--- config.mk ---
export PLATFORM = sky130hd
export DESIGN_NAME = reverse_ctrl
export DESIGN_NICKNAME = d
export VERILOG_FILES = /design/src/rtl/reverse_ctrl.sv
export SDC_FILE = /design/constraint.sdc
export NUM_CORES = 1
export LEC_CHECK = 0
export CAP_MARGIN = 40
export CORE_ASPECT_RATIO = 0.9
export CORE_MARGIN = 2
export CORE_UTILIZATION = 41
export DETAILED_ROUTE_END_ITERATION = 10
export PLACE_DENSITY_LB_ADDON = 0.1
export SKIP_CTS_REPAIR_TIMING = 1
export SLEW_MARGIN = 20
export SYNTH_ARGS = -nofsm -noshare
export SYNTH_HDL_FRONTEND = slang
export SYNTH_SLANG_ARGS = --single-unit
export TNS_END_PERCENT = 30
--- constraint.sdc ---
create_clock -name clk -period 1.6 [get_ports clk]
set_input_delay 0.24 -clock clk [delete_from_list [all_inputs] [get_ports clk]]
set_output_delay 0.24 -clock clk [all_outputs]
set_load 0.02 [all_outputs]
--- src/rtl/reverse_ctrl.sv ---
// Sequencer for the digit-reversal datapath: loads x, steps one decimal digit
// per cycle until x reaches zero, then commits the result or flags the iteration limit.
module reverse_ctrl #(
  parameter int unsigned MAX_ITER = 5,
  parameter int unsigned CNT_W    = 4
) (
  input  logic             clk,
  input  logic             rst,
  input  logic             start,
  input  logic             x_eq,
  output logic             st,
  output logic             ld_x,
  output logic             ld_re,
  output logic             ld_out,
  output logic             ready,
  output logic             busy,
  output logic             done,
  output logic             err,
  output logic [CNT_W-1:0] digits
);

  typedef enum logic [1:0] {
    IDLE = 2'd0,
    CALC = 2'd1,
    DONE = 2'd2
  } state_t;

  localparam logic [CNT_W-1:0] MAX_CNT = CNT_W'(MAX_ITER);

  state_t           state, next;
  logic [CNT_W-1:0] iter;

  always_ff @(posedge clk) begin
    if (!rst) begin
      state  <= IDLE;
      iter   <= '0;
      digits <= '0;
      err    <= 1'b0;
    end else begin
      state <= next;
      case (state)
        IDLE: begin
          if (start) begin
            iter <= '0;
            err  <= 1'b0;
          end
        end
        CALC: begin
          // x_eq wins over the limit so an exact MAX_ITER-digit value still commits
          if (x_eq) begin
            digits <= iter;
          end else if (iter == MAX_CNT) begin
            err    <= 1'b1;
            digits <= iter;
          end else begin
            iter <= iter + 1'b1;
          end
        end
        default: ;
      endcase
    end
  end

  always_comb begin
    next   = state;
    st     = 1'b0;
    ld_x   = 1'b0;
    ld_re  = 1'b0;
    ld_out = 1'b0;
    ready  = 1'b0;
    busy   = 1'b0;
    done   = 1'b0;
    case (state)
      IDLE: begin
        ready = 1'b1;
        if (start) begin
          ld_x  = 1'b1;
          ld_re = 1'b1;
          next  = CALC;
        end
      end
      CALC: begin
        busy = 1'b1;
        if (x_eq) begin
          ld_out = 1'b1;
          next   = DONE;
        end else if (iter == MAX_CNT) begin
          next = DONE;
        end else begin
          st    = 1'b1;
          ld_x  = 1'b1;
          ld_re = 1'b1;
        end
      end
      DONE: begin
        busy = 1'b1;
        done = 1'b1;
        next = IDLE;
      end
      default: next = IDLE;
    endcase
  end

endmodule

## After elaboration in Yosys (flattened, before gate mapping)

Index checks and enable logic that the tools add are counted.

| storage, ports and cells | value |
|---|---|
| flip-flop bits (word level) | 11 |
| bits of input ports | 4 |
| output and inout port bits | 12 |
| word-level logic and storage cells | 45 |

| operators by class | value |
|---|---|
| add/sub/neg operators | 1 |
| eq/ne operators | 8 |
| multiplexer cells | 24 |
| reductions and logical operators | 8 |

Operator list:

| kind | count |
|---|---|
| 4-bit two-way mux | 5 |
| 1-bit two-way mux | 12 |
| 2-bit != test (second input constant) | 4 |
| 4-bit case mux with 2 select lines | 1 |
| 4-bit AND reduction | 2 |
| 2-bit two-way mux | 3 |
| 4-bit by 1-bit adder with 4-bit output (second input constant) | 1 |
| 4-bit by 3-bit == test with 1-bit output (second input constant) | 1 |
| 1-bit case mux with 2 select lines | 2 |
| 2-bit case mux with 2 select lines | 1 |
| 2-bit AND reduction | 2 |
| 2-bit nonzero test | 2 |
| 3-bit != test (second input constant) | 1 |
| 2-bit by 1-bit == test with 1-bit output (second input constant) | 1 |
| 2-bit == test (second input constant) | 1 |
| 2-bit zero test | 1 |
| 2-bit OR reduction | 1 |

## Depth between registers and ports, before layout

| logic depth | value |
|---|---|
| word-level depth | 4 |
| mapped depth | 7 |
| gate-level depth less buffers | 6 |

## Worst setup path before layout

Ideal clock, no wire load.

| path | value |
|---|---|
| path kind | flip-flop to output port |
| from | reg iter[1] |
| to | out ld_x |
| arrival | 1696 ps |
| required time | 1360 ps |
| slack | -336 ps |
| cell stages (with the launch flop) | 8 |
| buffers on the path | 2 |
| path through | dfxtp_1 -> inv_1 -> ha_1 -> and3b_1 -> buf_6 -> nor3_2 -> a21o_1 -> buf_4 |

| on the way | value |
|---|---|
| cells in the longest elaborated chain, start to end | 4 |

RTL lines:

| item | line | source |
|---|---|---|
| start, declared | 31 | `logic [CNT_W-1:0] iter;` |
| start signal, assigned | 56 | `iter <= iter + 1'b1;` |
| 4-bit by 3-bit == test with 1-bit output | 87 | `end else if (iter == MAX_CNT) begin` |
| 1-bit two-way mux (2 in a row) | - |  |
| 1-bit case mux with 2 select lines | - |  |
| end, declared | 12 | `output logic ld_x,` |

Every way passes these cells.

## Final worst setup path

| path | value |
|---|---|
| from | reg iter[1] |
| to | out ld_re |

| on the way | value |
|---|---|
| cells in the longest elaborated chain, start to end | 4 |

RTL lines:

| item | line | source |
|---|---|---|
| 4-bit by 3-bit == test with 1-bit output | 87 |  |
| 1-bit two-way mux | 87 |  |
| 1-bit two-way mux | 84 | `if (x_eq) begin` |
| 1-bit case mux with 2 select lines | 73 | `case (state)` |
| end, declared | 13 | `output logic ld_re,` |

Every way passes these cells.

==> parameters.txt <==
Parameter                              Value

Floorplanning
  Placement row count    13
  Number of primary I/O pins    16
  Die width    45.38 um
  Die height    41.24 um
  Initial core utilization    0.4365
  Placeable core region    1448 um^2
  Die outline area    1871 um^2

Final layout
  Area added between synthesis and finish    61.39%
  Layout fillers    114
  Layout net count    117
  Fraction of layout cells with a size suffix above 1    0.4019
  Antenna diodes    0
  Design area    1020 um^2
  Post-route non-filler standard cell count    122

Yosys
  Post-Syn Instances    70
  Cell variety after synth    32
  Syn avg cell area    9.027 um^2
  Synthesized flop and latch total    11
  Share of the synthesized area in the top cell type    0.3485
  Yosys top cell by area    dfxtp_1
  Main area contributors after synthesis    dfxtp_1 (35%), ha_1 (9.9%), nand3_1 (5.5%)
  Number of warnings reported in the yosys synthesis log    0
  Post-synthesis instance area    631.9 um^2
  Proportion of synthesized chip area in sequential cells    0.3485
  Net count of the mapped netlist    79

STA
  Final worst path period share    1.098
  Worst slew margin relative to its limit    0.8425
  Post-route minimum period    1756 ps
  Final-report hold violation count    0
  Clock tree skew after final layout    8.691 ps
  F_max    569.4 MHz
  Setup ws final    -156.2 ps
  Final setup violation count    3
  Unrepaired setup endpoints after global routing    true
  Final count of pins violating max slew    0
  Measured slew at the worst slew-check pin    229.7 ps
  Setup tns final    -338.5 ps

Power
  Power consumption    0.7267 mW
  Proportion of power drawn by flip-flops and latches    0.394
  Switching power total    0.2262 mW
  Gate power share    0.342
  Total power per unit cell area    712.6 nW/um^2
  Net Sw Frac    0.3113
  Share of power burned in the clock network    0.265
  Peak VDD IR    0.0006913 V
  Leakage power figure    0.4554 nW
  Internal power of the cells    0.5005 mW

Route
  Highest routing layer actually used    met4
  Length of routed met3 wiring    82 um
  Met2 WL post-DR    769 um
  Pre-Repair DR Iteration Count    4
  Met1 wire length    809 um
  Number of violations reported at the end of detailed-routing iteration 0    16
  DR WL/cell    13.66 um
  DR vias/cell    5.549
  Number of vias in the routed layout    677
  Number of antenna-violating nets in the routed design    0
  Final Routed Wirelength    1667 um
  Number of remaining DRC errors    0

Critical path
  Setup slack, reg-to-reg    20 ps
  Crit path launch type    register
  End of the worst register-to-register path    iter[3]$_SDFFE_PN0P_
  Critical setup path kind    reg -> out
  Required arrival time at the worst endpoint    1360 ps
  Data arrival time at the worst-slack endpoint    1520 ps
  Crit Path Max Fanout    4
  Startpoint of the most critical register-to-register path    iter[1]$_SDFFE_PN0P_
  Crit. End Element    output pin
  Cell count of the worst reg-to-reg path    6

Place
  Total placed cells including tap cells    117
  Count of input and output buffers    15
  Cell area after placement    953.4 um^2
  Gp weighted congestion    0.8161
  Placed wire-length estimate after detailed placement    1243 um

Min path
  Hold_sp    digits[3]$_SDFFE_PN0P_
  End of the worst hold path    digits[3]$_SDFFE_PN0P_
  HP Class    reg -> reg
  Worst hold path stage count    2

CTS
  CTS HTree Levels    1
  CTS max path bufs    2
  CTS tree    yes
  CTS root buffer    clkbuf_4
  Num Clock Sinks    11
  Clock slew at reported path FFs    80 ps
  Clock latency on the worst-skew pair    280 ps
  Number of buffers created by CTS    3

GRT
  Number of antenna violations at the first check in global routing    0
  Maximum number of pins on one net before global-route repair    11
  Total GRT Usage    0.2201
  Number of global-route vias before repair    626
  Remaining Overflow, GRT    0
  Global-route wire length before repair    2925 um

Status
  Outcome    finished, violations left
  Failing checks    setup timing

Run
  Max-capacitance violation count    0
==> kinds of logic after synthesis <==
group                    count (synthesis)  synth area share
flip-flops                              11            0.3485
AO/OA/AOI/OAI                           18            0.2099
adder cells (fa/ha/maj)                  5           0.09901
multiplexers                             2           0.03366
buffers and inverters                   11           0.08711
AND/OR/NAND/NOR                         23            0.2218
==> state kept, by name (all words and copies together), names as in the netlist <==
| register | cells |
|---|---|
| iter | 4 |
| err | 1 |
| digits | 4 |
| state | 2 |
==> final cells by class <==
type	instances	area, um^2	share of cell area
clock inverters	1	5.005	0.004908
inverters	6	22.52	0.02209
flip-flops and latches	11	222.7	0.2184
multi-input cells	48	400.4	0.3926
repair buffers	38	327.8	0.3215
clock buffers	3	22.52	0.02209
well taps	15	18.77	0.01840
==> worst max-delay path, stage by stage, from the launching register on <==
cell and delay, ps:
dfxtp_2 340, inv_2 40, ha_4 150, and3b_2 220, nor3_4 200, a21o_1 150, buf_4 150
==> per-layer routing <==
| layer | up-vias | track usage |
|---|---|---|
| li1 | 335 | - |
| met1 | 324 | 0.3083 |
| met2 | 16 | 0.3275 |
| met3 | 2 | 0.07048 |
| met4 | 0 | 0.04412 |
| met5 | - | 0 |
==> Yosys cell counts <==
| master | count |
|---|---|
| inv_1 | 5 |
| or4_1 | 2 |
| buf_6 | 1 |
| nor3_2 | 1 |
| a21oi_1 | 4 |
| mux2_2 | 1 |
| a221oi_1 | 1 |
| and3b_1 | 1 |
| o211ai_1 | 4 |
| clkinv_1 | 1 |
| nand3_1 | 7 |
| o21ai_0 | 1 |
| clkbuf_2 | 1 |
| nor3_1 | 2 |
| a21o_1 | 1 |
| nand4b_1 | 2 |
| clkbuf_1 | 1 |
| nor2b_1 | 1 |
| nand2_1 | 3 |
| o31a_1 | 1 |
| buf_2 | 1 |
| a31oi_1 | 2 |
| ha_1 | 5 |
| nand4_1 | 1 |
| nand3b_1 | 1 |
| dfxtp_1 | 11 |
| mux2i_1 | 1 |
| buf_4 | 1 |
| a32o_1 | 2 |
| a311oi_1 | 1 |
| o221a_2 | 1 |
| nand2b_1 | 2 |
==> how the worst max path moves through the flow <==
| stage | startpoint | to | slack, ps | depth (start not counted) |
|---|---|---|---|---|
| after global placement | x_eq | ld_x | -340 | 4 |
| after CTS | iter[1]$_SDFFE_PN0P_ | ld_re | -650 | 6 |
| after floorplan | iter[1]$_SDFFE_PN0P_ | ld_x | -200 | 7 |
| after global routing | iter[1]$_SDFFE_PN0P_ | ld_re | -230 | 6 |
| after detailed placement | x_eq | ld_re | -390 | 4 |
| final | iter[1]$_SDFFE_PN0P_ | ld_re | -160 | 6 |
==> per-stage QoR <==
stage	hold slack, ps	setup slack [ps]	utilization
after detailed placement	463.5	-388.7	0.6586
after floorplan	359.1	-196.5	-
final	473.0	-156.2	0.7044
after CTS	475.6	-654.0	0.6776
after global placement	452.9	-336.5	0.6586
after global routing	494.3	-226.1	0.7044
==> cells in the final DEF, fill, tap and decap left out, drive strengths merged <==
master | synthesis | layout
nand4 | 1 | 1
a31oi | 2 | 2
a32o | 2 | 2
mux2 | 1 | 1
buf | 3 | 27
o21ai | 1 | 1
nor3 | 3 | 3
nand4b | 2 | 2
o221a | 1 | 1
a21o | 1 | 1
o211ai | 4 | 4
clkdlybuf4s50 | 0 | 8
or4 | 2 | 2
nor2b | 1 | 1
nand3 | 7 | 7
nand2 | 3 | 3
dlymetal6s2s | 0 | 3
nand3b | 1 | 1
and3b | 1 | 1
a311oi | 1 | 1
nand2b | 2 | 2
clkbuf | 2 | 3
clkinv | 1 | 2
dfxtp | 11 | 11
inv | 5 | 5
mux2i | 1 | 1
a221oi | 1 | 1
ha | 5 | 5
o31a | 1 | 1
a21oi | 4 | 4
==> power by group through the flow <==
| stage | clock network (mW) | logic [mW] | registers (mW) |
|---|---|---|---|
| after detailed placement | 0 | 0.233 | 0.292 |
| after global routing | 0.216 | 0.269 | 0.287 |
| after floorplan | 0 | 0.125 | 0.292 |
| final | 0.192 | 0.248 | 0.286 |
| after global placement | 0 | 0.231 | 0.292 |
| after CTS | 0.201 | 0.235 | 0.285 |
Power figures use the tool's default switching activity.
